**config.mk**
```make
export PLATFORM = sky130hd
export DESIGN_NAME = axi_dma_ch_sched_flat
export DESIGN_NICKNAME = d
export VERILOG_FILES = /design/src/rtl/axi_dma_ch_sched_if.sv /design/src/rtl/axi_dma_ch_sched.sv /design/src/flat_wrapper.sv
export SDC_FILE = /design/constraint.sdc
export NUM_CORES = 1
export LEC_CHECK = 0
export BUFFER_PORTS_ARGS = -buffer_cell sky130_fd_sc_hd__buf_2
export CAP_MARGIN = 20
export CORE_AREA = 2 2 359 361
export CTS_CLUSTER_DIAMETER = 40
export DETAILED_ROUTE_END_ITERATION = 6
export DIE_AREA = 0 0 361 363
export PLACE_DENSITY_LB_ADDON = 0.1
export SLEW_MARGIN = 20
export SYNTH_ARGS = -nofsm -noshare
export SYNTH_HDL_FRONTEND = slang
export SYNTH_SLANG_ARGS = --single-unit
```
**constraint.sdc**
```tcl
create_clock -name clk -period 9.6 [get_ports clk]
set_input_delay 1.92 -clock clk [delete_from_list [all_inputs] [get_ports clk]]
set_output_delay 1.92 -clock clk [all_outputs]
set_load 0.01 [all_outputs]
```
**src/rtl/axi_dma_ch_sched_if.sv**
```systemverilog
// axi_dma_ch_sched_if: descriptor request and completion link between scheduler and engine
interface axi_dma_ch_sched_if #(
  parameter int ADDR_W  = 32,
  parameter int BYTES_W = 32,
  parameter int CH_W    = 2
);
  logic               eng_req_valid_o;
  logic               eng_req_ready_i;
  logic [ADDR_W-1:0]  eng_src_o;
  logic [ADDR_W-1:0]  eng_dst_o;
  logic [BYTES_W-1:0] eng_byt_o;
  logic [CH_W-1:0]    eng_ch_o;
  logic               eng_done_i;
  logic               eng_err_i;
  modport master (
    output eng_req_valid_o, eng_src_o, eng_dst_o, eng_byt_o, eng_ch_o,
    input  eng_req_ready_i, eng_done_i, eng_err_i
  );
  modport slave (
    input  eng_req_valid_o, eng_src_o, eng_dst_o, eng_byt_o, eng_ch_o,
    output eng_req_ready_i, eng_done_i, eng_err_i
  );
endinterface

```
**src/rtl/axi_dma_ch_sched.sv**
```systemverilog
// axi_dma_ch_sched: round-robin multi-channel descriptor scheduler feeding one DMA engine
module axi_dma_ch_sched #(
  parameter int NUM_CH   = 4,
  parameter int NUM_DESC = 2,
  parameter int ADDR_W   = 32,
  parameter int BYTES_W  = 32,
  localparam int CH_W    = NUM_CH > 1 ? $clog2(NUM_CH) : 1
) (
  input  logic                                clk,
  input  logic                                rst,
  input  logic [NUM_CH-1:0]                   ch_go_i,
  input  logic [NUM_CH-1:0]                   ch_abort_i,
  input  logic [NUM_CH*NUM_DESC*ADDR_W-1:0]   ch_desc_src_i,
  input  logic [NUM_CH*NUM_DESC*ADDR_W-1:0]   ch_desc_dst_i,
  input  logic [NUM_CH*NUM_DESC*BYTES_W-1:0]  ch_desc_byt_i,
  input  logic [NUM_CH*NUM_DESC-1:0]          ch_desc_en_i,
  input  logic [NUM_CH-1:0]                   irq_mask_i,
  input  logic [NUM_CH-1:0]                   irq_clr_i,
  axi_dma_ch_sched_if.master                  eng,
  output logic [NUM_CH-1:0]                   ch_busy_o,
  output logic [NUM_CH-1:0]                   ch_done_o,
  output logic [NUM_CH-1:0]                   ch_err_o,
  output logic                                irq_done_o,
  output logic                                irq_error_o
);
  localparam int DI_W = $clog2(NUM_DESC + 1);
  typedef enum logic [1:0] {IDLE, ISSUE, WAIT} state_t;
  state_t state_q, state_d;
  logic [NUM_CH-1:0] pend_q, done_q, err_q, avail, ch_oh, act_oh, clr_mask;
  logic [2*NUM_CH-1:0] avail2;
  logic abort_q, vld_q, valid, gnt_ok, sel_ok, fin_done, fin_end;
  logic [CH_W-1:0] ch_q, rr_q, gnt_ch;
  logic [DI_W-1:0] idx_q, sel_d;
  logic [ADDR_W-1:0] src_d, dst_d;
  logic [BYTES_W-1:0] byt_d;
  assign avail    = pend_q & ~ch_abort_i;
  assign avail2   = {avail, avail};
  assign ch_oh    = NUM_CH'(1) << ch_q;
  assign act_oh   = state_q != IDLE ? ch_oh : '0;
  // Pick the first grantable channel at or after the round-robin pointer
  always_comb begin
    gnt_ok = 1'b0;
    gnt_ch = '0;
    for (int i = NUM_CH - 1; i >= 0; i--) begin
      if (avail2[int'(rr_q) + i]) begin
        gnt_ok = 1'b1;
        gnt_ch = CH_W'((int'(rr_q) + i) % NUM_CH);
      end
    end
  end
  // Find the lowest usable descriptor at or after the current index of the active channel
  always_comb begin
    sel_ok = 1'b0;
    sel_d  = '0;
    src_d  = '0;
    dst_d  = '0;
    byt_d  = '0;
    for (int d = NUM_DESC - 1; d >= 0; d--) begin
      if (d >= int'(idx_q) && ch_desc_en_i[int'(ch_q)*NUM_DESC + d] &&
          ch_desc_byt_i[(int'(ch_q)*NUM_DESC + d)*BYTES_W +: BYTES_W] != '0) begin
        sel_ok = 1'b1;
        sel_d  = DI_W'(d);
        src_d  = ch_desc_src_i[(int'(ch_q)*NUM_DESC + d)*ADDR_W +: ADDR_W];
        dst_d  = ch_desc_dst_i[(int'(ch_q)*NUM_DESC + d)*ADDR_W +: ADDR_W];
        byt_d  = ch_desc_byt_i[(int'(ch_q)*NUM_DESC + d)*BYTES_W +: BYTES_W];
      end
    end
  end
  // Next state and request valid; an abort is only honoured before valid has gone high
  always_comb begin
    state_d  = state_q;
    valid    = 1'b0;
    fin_done = 1'b0;
    unique case (state_q)
      IDLE:  state_d = gnt_ok ? ISSUE : IDLE;
      ISSUE: begin
        if (abort_q && !vld_q) state_d = IDLE;
        else if (!sel_ok) begin
          state_d  = IDLE;
          fin_done = 1'b1;
        end else begin
          valid   = 1'b1;
          state_d = eng.eng_req_ready_i ? WAIT : ISSUE;
        end
      end
      WAIT:  state_d = (eng.eng_err_i || (eng.eng_done_i && abort_q)) ? IDLE :
                       eng.eng_done_i ? ISSUE : WAIT;
      default: state_d = IDLE;
    endcase
  end
  assign fin_end  = state_q != IDLE && state_d == IDLE;
  assign clr_mask = (fin_end ? ch_oh : '0) | (ch_abort_i & pend_q & ~act_oh);
  // State, channel bookkeeping and sticky status
  always_ff @(posedge clk) begin
    if (rst) begin
      state_q <= IDLE;
      pend_q  <= '0;
      done_q  <= '0;
      err_q   <= '0;
      abort_q <= 1'b0;
      vld_q   <= 1'b0;
      ch_q    <= '0;
      rr_q    <= '0;
      idx_q   <= '0;
    end else begin
      state_q <= state_d;
      pend_q  <= (pend_q | ch_go_i) & ~clr_mask;
      done_q  <= (done_q & ~irq_clr_i) | (fin_done ? ch_oh : '0);
      err_q   <= (err_q & ~irq_clr_i) | (state_q == WAIT && eng.eng_err_i ? ch_oh : '0);
      abort_q <= state_d == IDLE ? 1'b0 : abort_q | (state_q != IDLE && ch_abort_i[ch_q]);
      vld_q   <= valid && !eng.eng_req_ready_i;
      if (state_q == IDLE && gnt_ok) begin
        ch_q  <= gnt_ch;
        idx_q <= '0;
        rr_q  <= gnt_ch == CH_W'(NUM_CH - 1) ? '0 : gnt_ch + 1'b1;
      end else if (valid && eng.eng_req_ready_i) idx_q <= sel_d + 1'b1;
    end
  end
  assign eng.eng_req_valid_o = valid;
  assign eng.eng_src_o       = valid ? src_d : '0;
  assign eng.eng_dst_o       = valid ? dst_d : '0;
  assign eng.eng_byt_o       = valid ? byt_d : '0;
  assign eng.eng_ch_o        = valid ? ch_q : '0;
  assign ch_busy_o           = pend_q;
  assign ch_done_o           = done_q;
  assign ch_err_o            = err_q;
  assign irq_done_o          = |(done_q & ~irq_mask_i);
  assign irq_error_o         = |(err_q & ~irq_mask_i);
endmodule

```
**src/flat_wrapper.sv**
```systemverilog
// flat-port wrapper written by rule: the top's interface ports become plain ports
module axi_dma_ch_sched_flat 
#(
  parameter int NUM_CH   = 4,
  parameter int NUM_DESC = 2,
  parameter int ADDR_W   = 32,
  parameter int BYTES_W  = 32,
  localparam int CH_W    = NUM_CH > 1 ? $clog2(NUM_CH) : 1
)
  (clk, rst, ch_go_i, ch_abort_i, ch_desc_src_i, ch_desc_dst_i, ch_desc_byt_i, ch_desc_en_i, irq_mask_i, irq_clr_i, ch_busy_o, ch_done_o, ch_err_o, irq_done_o, irq_error_o, eng_eng_req_valid_o, eng_eng_src_o, eng_eng_dst_o, eng_eng_byt_o, eng_eng_ch_o, eng_eng_req_ready_i, eng_eng_done_i, eng_eng_err_i);
  axi_dma_ch_sched_if #(.ADDR_W(ADDR_W), .BYTES_W(BYTES_W), .CH_W(2)) eng_i ();
  input  logic clk;
  input  logic rst;
  input  logic [NUM_CH-1:0] ch_go_i;
  input  logic [NUM_CH-1:0] ch_abort_i;
  input  logic [NUM_CH*NUM_DESC*ADDR_W-1:0] ch_desc_src_i;
  input  logic [NUM_CH*NUM_DESC*ADDR_W-1:0] ch_desc_dst_i;
  input  logic [NUM_CH*NUM_DESC*BYTES_W-1:0] ch_desc_byt_i;
  input  logic [NUM_CH*NUM_DESC-1:0] ch_desc_en_i;
  input  logic [NUM_CH-1:0] irq_mask_i;
  input  logic [NUM_CH-1:0] irq_clr_i;
  output logic [NUM_CH-1:0] ch_busy_o;
  output logic [NUM_CH-1:0] ch_done_o;
  output logic [NUM_CH-1:0] ch_err_o;
  output logic irq_done_o;
  output logic irq_error_o;
  output wire logic [$bits(eng_i.eng_req_valid_o)-1:0] eng_eng_req_valid_o;
  output wire logic [$bits(eng_i.eng_src_o)-1:0] eng_eng_src_o;
  output wire logic [$bits(eng_i.eng_dst_o)-1:0] eng_eng_dst_o;
  output wire logic [$bits(eng_i.eng_byt_o)-1:0] eng_eng_byt_o;
  output wire logic [$bits(eng_i.eng_ch_o)-1:0] eng_eng_ch_o;
  input wire logic [$bits(eng_i.eng_req_ready_i)-1:0] eng_eng_req_ready_i;
  input wire logic [$bits(eng_i.eng_done_i)-1:0] eng_eng_done_i;
  input wire logic [$bits(eng_i.eng_err_i)-1:0] eng_eng_err_i;
  assign eng_eng_req_valid_o = eng_i.eng_req_valid_o;
  assign eng_eng_src_o = eng_i.eng_src_o;
  assign eng_eng_dst_o = eng_i.eng_dst_o;
  assign eng_eng_byt_o = eng_i.eng_byt_o;
  assign eng_eng_ch_o = eng_i.eng_ch_o;
  assign eng_i.eng_req_ready_i = eng_eng_req_ready_i;
  assign eng_i.eng_done_i = eng_eng_done_i;
  assign eng_i.eng_err_i = eng_eng_err_i;
  axi_dma_ch_sched #(.NUM_CH(NUM_CH), .NUM_DESC(NUM_DESC), .ADDR_W(ADDR_W), .BYTES_W(BYTES_W)) u_core (.clk(clk), .rst(rst), .ch_go_i(ch_go_i), .ch_abort_i(ch_abort_i), .ch_desc_src_i(ch_desc_src_i), .ch_desc_dst_i(ch_desc_dst_i), .ch_desc_byt_i(ch_desc_byt_i), .ch_desc_en_i(ch_desc_en_i), .irq_mask_i(irq_mask_i), .irq_clr_i(irq_clr_i), .eng(eng_i), .ch_busy_o(ch_busy_o), .ch_done_o(ch_done_o), .ch_err_o(ch_err_o), .irq_done_o(irq_done_o), .irq_error_o(irq_error_o));
endmodule
```
; Word-level counts from Yosys, hierarchy flattened
; Index checks and enable logic that the tools add are counted.
[word_totals]
word_cells = 134
reg_bits = 22
[op_classes]
magnitude_cmp = 9
n_reduce_logical = 24
n_eq_ne = 3
n_addsub = 6
bitwise_logic = 18
n_mux = 58
shifts = 7
[op_table]
columns = op, count
row1 = indexed part select 256 x 32 -> 32 bit, 3
row2 = indexed part select 256 x 9 -> 32 bit, 3
row3 = two-way mux 32 bit, 9
row4 = less-than comparator 32 x 5 -> 1 bit (second input constant), 3
row5 = nonzero test 32 bit, 2
row6 = AND 4 bit, 8
row7 = two-way mux 1 bit, 26
row8 = two-way mux 2 bit, 11
row9 = NOT 4 bit, 5
row10 = two-way mux 4 bit, 4
row11 = OR 4 bit, 4
row12 = binary-select mux 1 bit (select 3 bit), 4
row13 = logical AND 1 bit, 12
row14 = less-than comparator 3 x 4 -> 1 bit (second input constant), 2
row15 = OR reduction 4 bit, 2
row16 = adder 2 x 2 -> 3 bit (second input constant), 2
row17 = binary-select mux 1 bit (select 2 bit), 3
row18 = one-hot mux 2 bit (3 select lines), 1
row19 = adder 3 x 1 -> 4 bit (second input constant), 1
row20 = == test 2 bit (second input constant), 2
row21 = >= comparator 1 x 2 -> 1 bit (first input constant), 2
row22 = zero test 2 bit, 2
row23 = less-than comparator 2 x 4 -> 1 bit (second input constant), 1
row24 = OR reduction 2 bit, 2
row25 = 10 further kinds, 11

; Logic depth before layout (Yosys ltp)
[logic_depth]
word_depth = 17
depth_mapped = 12
ltp_nobuf = 8

; Worst setup path after synthesis
; Ideal clock, no wire load.
[synth_timing]
path_kind = input to output
start = in ch_desc_byt_i[196]
end = out eng_eng_src_o[10]
path_slack_ns = 3.955
cell_stages = 8
t_arrival_ns = 3.725
path_cell_list = mux4_2 > nor4_1 > nand4_1 > o211ai_2 > buf_4 > buf_4 > nand3_1 > a21oi_1
[synth_between]
elab_chain_len = 9
[synth_lines]
columns = element, line_no
row1 = start: declaration, flat_wrapper.sv:18  ; input logic [NUM_CH*NUM_DESC*BYTES_W-1:0] ch_desc_byt_i;
row2 = indexed part select 256 x 32 -> 32 bit, axi_dma_ch_sched.sv:60  ; ch_desc_byt_i[(int'(ch_q)*NUM_DESC + d)*BYTES_W +: BYTES_W] != '0) begin
row3 = nonzero test 32 bit, axi_dma_ch_sched.sv:60
row4 = logical AND 1 bit, axi_dma_ch_sched.sv:59  ; if (d >= int'(idx_q) && ch_desc_en_i[int'(ch_q)*NUM_DESC + d] &&
row5 = two-way mux 1 bit (2 in a row), axi_dma_ch_sched.sv:59
row6 = two-way mux 1 bit, axi_dma_ch_sched.sv:78  ; else if (!sel_ok) begin
row7 = two-way mux 1 bit, axi_dma_ch_sched.sv:77  ; if (abort_q && !vld_q) state_d = IDLE;
row8 = two-way mux 1 bit, axi_dma_ch_sched.sv:74  ; unique case (state_q)
row9 = two-way mux 32 bit (*), axi_dma_ch_sched.sv:120  ; assign eng.eng_src_o = valid ? src_d : '0;
row10 = end: declaration, flat_wrapper.sv:28  ; output wire logic [$bits(eng_i.eng_src_o)-1:0] eng_eng_src_o;
; Every way passes the cells marked *; elsewhere a longest branch is shown, timed or not.

; Final worst setup path
[layout_timing]
start = in ch_desc_byt_i[204]
end = out eng_eng_byt_o[18]
[layout_between]
elab_chain_len = 9
[layout_lines]
columns = element, line_no
row1 = indexed part select 256 x 32 -> 32 bit, axi_dma_ch_sched.sv:60
row2 = nonzero test 32 bit, axi_dma_ch_sched.sv:60
row3 = logical AND 1 bit, axi_dma_ch_sched.sv:59
row4 = two-way mux 1 bit (2 in a row), axi_dma_ch_sched.sv:59
row5 = two-way mux 1 bit, axi_dma_ch_sched.sv:78
row6 = two-way mux 1 bit, axi_dma_ch_sched.sv:77
row7 = two-way mux 1 bit, axi_dma_ch_sched.sv:74
row8 = two-way mux 32 bit (*), axi_dma_ch_sched.sv:122  ; assign eng.eng_byt_o = valid ? byt_d : '0;
row9 = end: declaration, flat_wrapper.sv:30  ; output wire logic [$bits(eng_i.eng_byt_o)-1:0] eng_eng_byt_o;
; Marks and branches as above.

==> results by group <==
Cells and area
  • Fillers: ~15,000
  • Final net count: approximately 2,400
  • Most frequent cells in the layout: buf_2 (909), mux4_2 (197), nand2_1 (104)
  • Commonest non-fill, non-tap cell in the layout: buf_2
  • Area growth syn-to-layout: 86.9%
  • Layout cell share with drive strength beyond 1: roughly 72%

Clock network
  • Max H-tree Level: 1
  • CTS Buffer Depth: 2
  • Root buffer cell: clkbuf_16
  • TritonCTS clock tree: yes
  • Num CTS Buffers: 3
  • Cts hold-fix bufs: 0
  • Clk pin slew, worst setup/hold paths: roughly 60 ps
  • CTS resizes: 0
  • Postcts setup bufs: 0
  • CTS sink count: 22
  • Worst skew pair latency: roughly 260 ps

Die
  • Die width: approximately 360 µm
  • Die Y: approximately 360 µm
  • Die area: between 0.1 and 0.15 mm²
  • Rows: 131
  • IO Pins: ~900
  • Starting Density: approximately 5.9%
  • Std-Cell Core Area: 0.127 mm²

Place
  • IO buf count: about 910
  • RePlAce Congestion: just under 0.9
  • HPWL after DPL: 71,700 µm
  • Dpl ws: around 1600 ps

Timing
  • Worst-margin pin slew: 1080 ps
  • Final setup viols: 0
  • Fin Setup TNS: 0 ps
  • Max Fclk: 134 MHz
  • Final Slew Violations: 0
  • Period utilization: between 70 and 80%
  • Unrepaired setup endpoints after global routing: no
  • Final hold violation count: 0
  • Setup WS post-layout: around 2100 ps
  • Min Hold Slack: 513 ps
  • Layout Skew: about 2.7 ps
  • Minimum clock period: approximately 7500 ps
  • Max-Slew Margin vs Limit: around 28%

Power and ir drop
  • Cell area power density: roughly 100 mW/mm²
  • Lkg Pwr: between 5 and 6 nW
  • Peak supply drop: 0.0687 mV

Worst setup path
  • Class of the most critical setup path: in2out
  • Worst setup SP type: input pin
  • CP Launch Point: ch_desc_byt_i[204]
  • Critical Path AT: around 5500 ps
  • Critical Path Fanout Max: 70
  • Worst EP required: between 7000 and 8000 ps
  • R2r startpoint: u_core.ch_q[0]
  • Worst Setup End Kind: output port

Logic synthesis
  • Sequential area share after synthesis: a little under 6%
  • Yosys warns: 0
  • Cells after synthesis: between 700 and 800
  • Mapped Area: between 0.007 and 0.008 mm²
  • Yosys top cell by area: mux4_2
  • Syn_nets: between 1,500 and 2,000
  • Synth top area cells: mux4_2 (59%), a21oi_1 (6.7%), nand3_1 (6.5%)
  • Netlist cell types: 42
  • Area share of the leading cell type in the synthesized netlist: 59.2%
  • FF+latch count, synth: 22
  • Syn avg cell area: between 10 and 15 µm²

Global routing
  • First-pass GRT wire length: about 110,000 µm
  • Largest net degree at the start of global routing: just over 70
  • All-layer global routing usage: about 12%
  • Initial antenna violation count: 50
  • Overflow after GRT: 0
  • Vias in the first global route: around 12,000

Routing
  • Final wirelength: slightly above 80,000 µm
  • Initial DRC count: a little over 400
  • Via density per instance: roughly 3.4
  • Router iterations before antenna repair: 5
  • DR WL/cell: around 25 µm
  • DRT antenna net count: 0
  • Vias: between 10,000 and 15,000
  • Post-route DRC: 0

Hold path
  • Hold Startpoint: u_core.idx_q[0]
  • Worst hold path type: reg2reg

Outcome
  • Status: finished, final reports clean

Run
  • Max-cap violations: 0
cell type report:
cell class / instances / area, µm² / area share, %
antenna: 5 / 12.5 / 0.0893
clock buffer: 4 / 78.8 / 0.563
inverter: 13 / 48.8 / 0.348
multi-input combinational: 609 / 6610 / 47.2
sequential: 22 / 448 / 3.20
tap: 1662 / 2080 / 14.8
timing repair buffer: 931 / 4730 / 33.7
report_power, final:
group | total, mW | leakage (nW) | internal (mW) | switching [mW]
sequential | 0.137 | 0.181 | 0.0991 | 0.0375
clock | 0.0929 | 0.0382 | 0.0567 | 0.0361
combinational | 1.19 | 5.61 | 0.526 | 0.665
total | 1.42 | 5.83 | 0.682 | 0.738
critical path, cell delays in order:
cell     delay, ps
buf_2          110
mux4_2         530
nor4_1         600
nand4_1        540
o211a_4        550
buf_4          490
nand2_1        440
a21oi_1        110
buf_2          190
layer usage:
| layer | global-route usage [%] | vias to the layer above | wire length (µm) | share of wire (%) |
|---|---|---|---|---|
| li1 | - | 4728 | - | - |
| met1 | 13.5 | 5542 | 31500 | 39 |
| met2 | 21.8 | 611 | 42300 | 52 |
| met3 | 3.13 | 98 | 6050 | 7.5 |
| met4 | 0.894 | 40 | 935 | 1.2 |
| met5 | 0 | - | 242 | 0.30 |
per-stage QoR:
| stage | util (%) | total power, mW | std cells | cell area [µm²] |
|---|---|---|---|---|
| after floorplan | - | 0.799 | 737 | 7490 |
| after global placement | 11.0 | 1.38 | 3237 | 13900 |
| after detailed placement | 11.0 | 1.37 | 3237 | 13900 |
| after CTS | 11.0 | 1.47 | 3241 | 14000 |
| after global routing | 11.0 | 1.54 | 3243 | 14000 |
| final | 11.0 | 1.42 | 3246 | 14000 |
registers in the layout, summed over array words and instances (netlist names):
signal            cells
u_core.ch_err_o       4
u_core.idx_q          2
u_core.ch_done_o      4
u_core.state_q        2
u_core.ch_q           2
u_core.ch_busy_o      4
u_core.vld_q          1
u_core.rr_q           2
u_core.abort_q        1
synthesized netlist by cell type (all sizes together):
master / number
nor3: 3
nand4: 4
nand2b: 6
a32o: 2
nor3b: 3
a2bb2oi: 2
a41oi: 2
nor4: 17
a31oi: 4
ha: 2
a311o: 4
nand2: 104
o31ai: 1
mux4: 197
o21ba: 1
o221ai: 2
clkbuf: 59
or2: 1
buf: 34
mux2i: 7
a22o: 3
nand3: 98
dfxtp: 22
o211a: 2
and2: 1
nor2b: 7
o21ai: 1
or3: 1
o22a: 1
nand3b: 1
o211ai: 2
inv: 13
a211oi: 1
nor2: 22
a22oi: 3
o22ai: 3
a21oi: 101
final timing paths:
kind	endpoint	slack (ps)	cells after the start
setup / recovery	eng_eng_byt_o[18]	2140	9
hold / removal	u_core.idx_q[0]	510	1
setup reg to reg	u_core.ch_busy_o[3]	4650	8
hold reg to reg	u_core.idx_q[0]	510	1
logic make-up after synthesis:
logic type | synth area share [%]
simple gates | 16.7
mux | 60.1
compound gates | 10.7
buf+inv | 6.18
flops | 5.88
fa+ha+maj | 0.334
(Power assumes the default switching activity.)
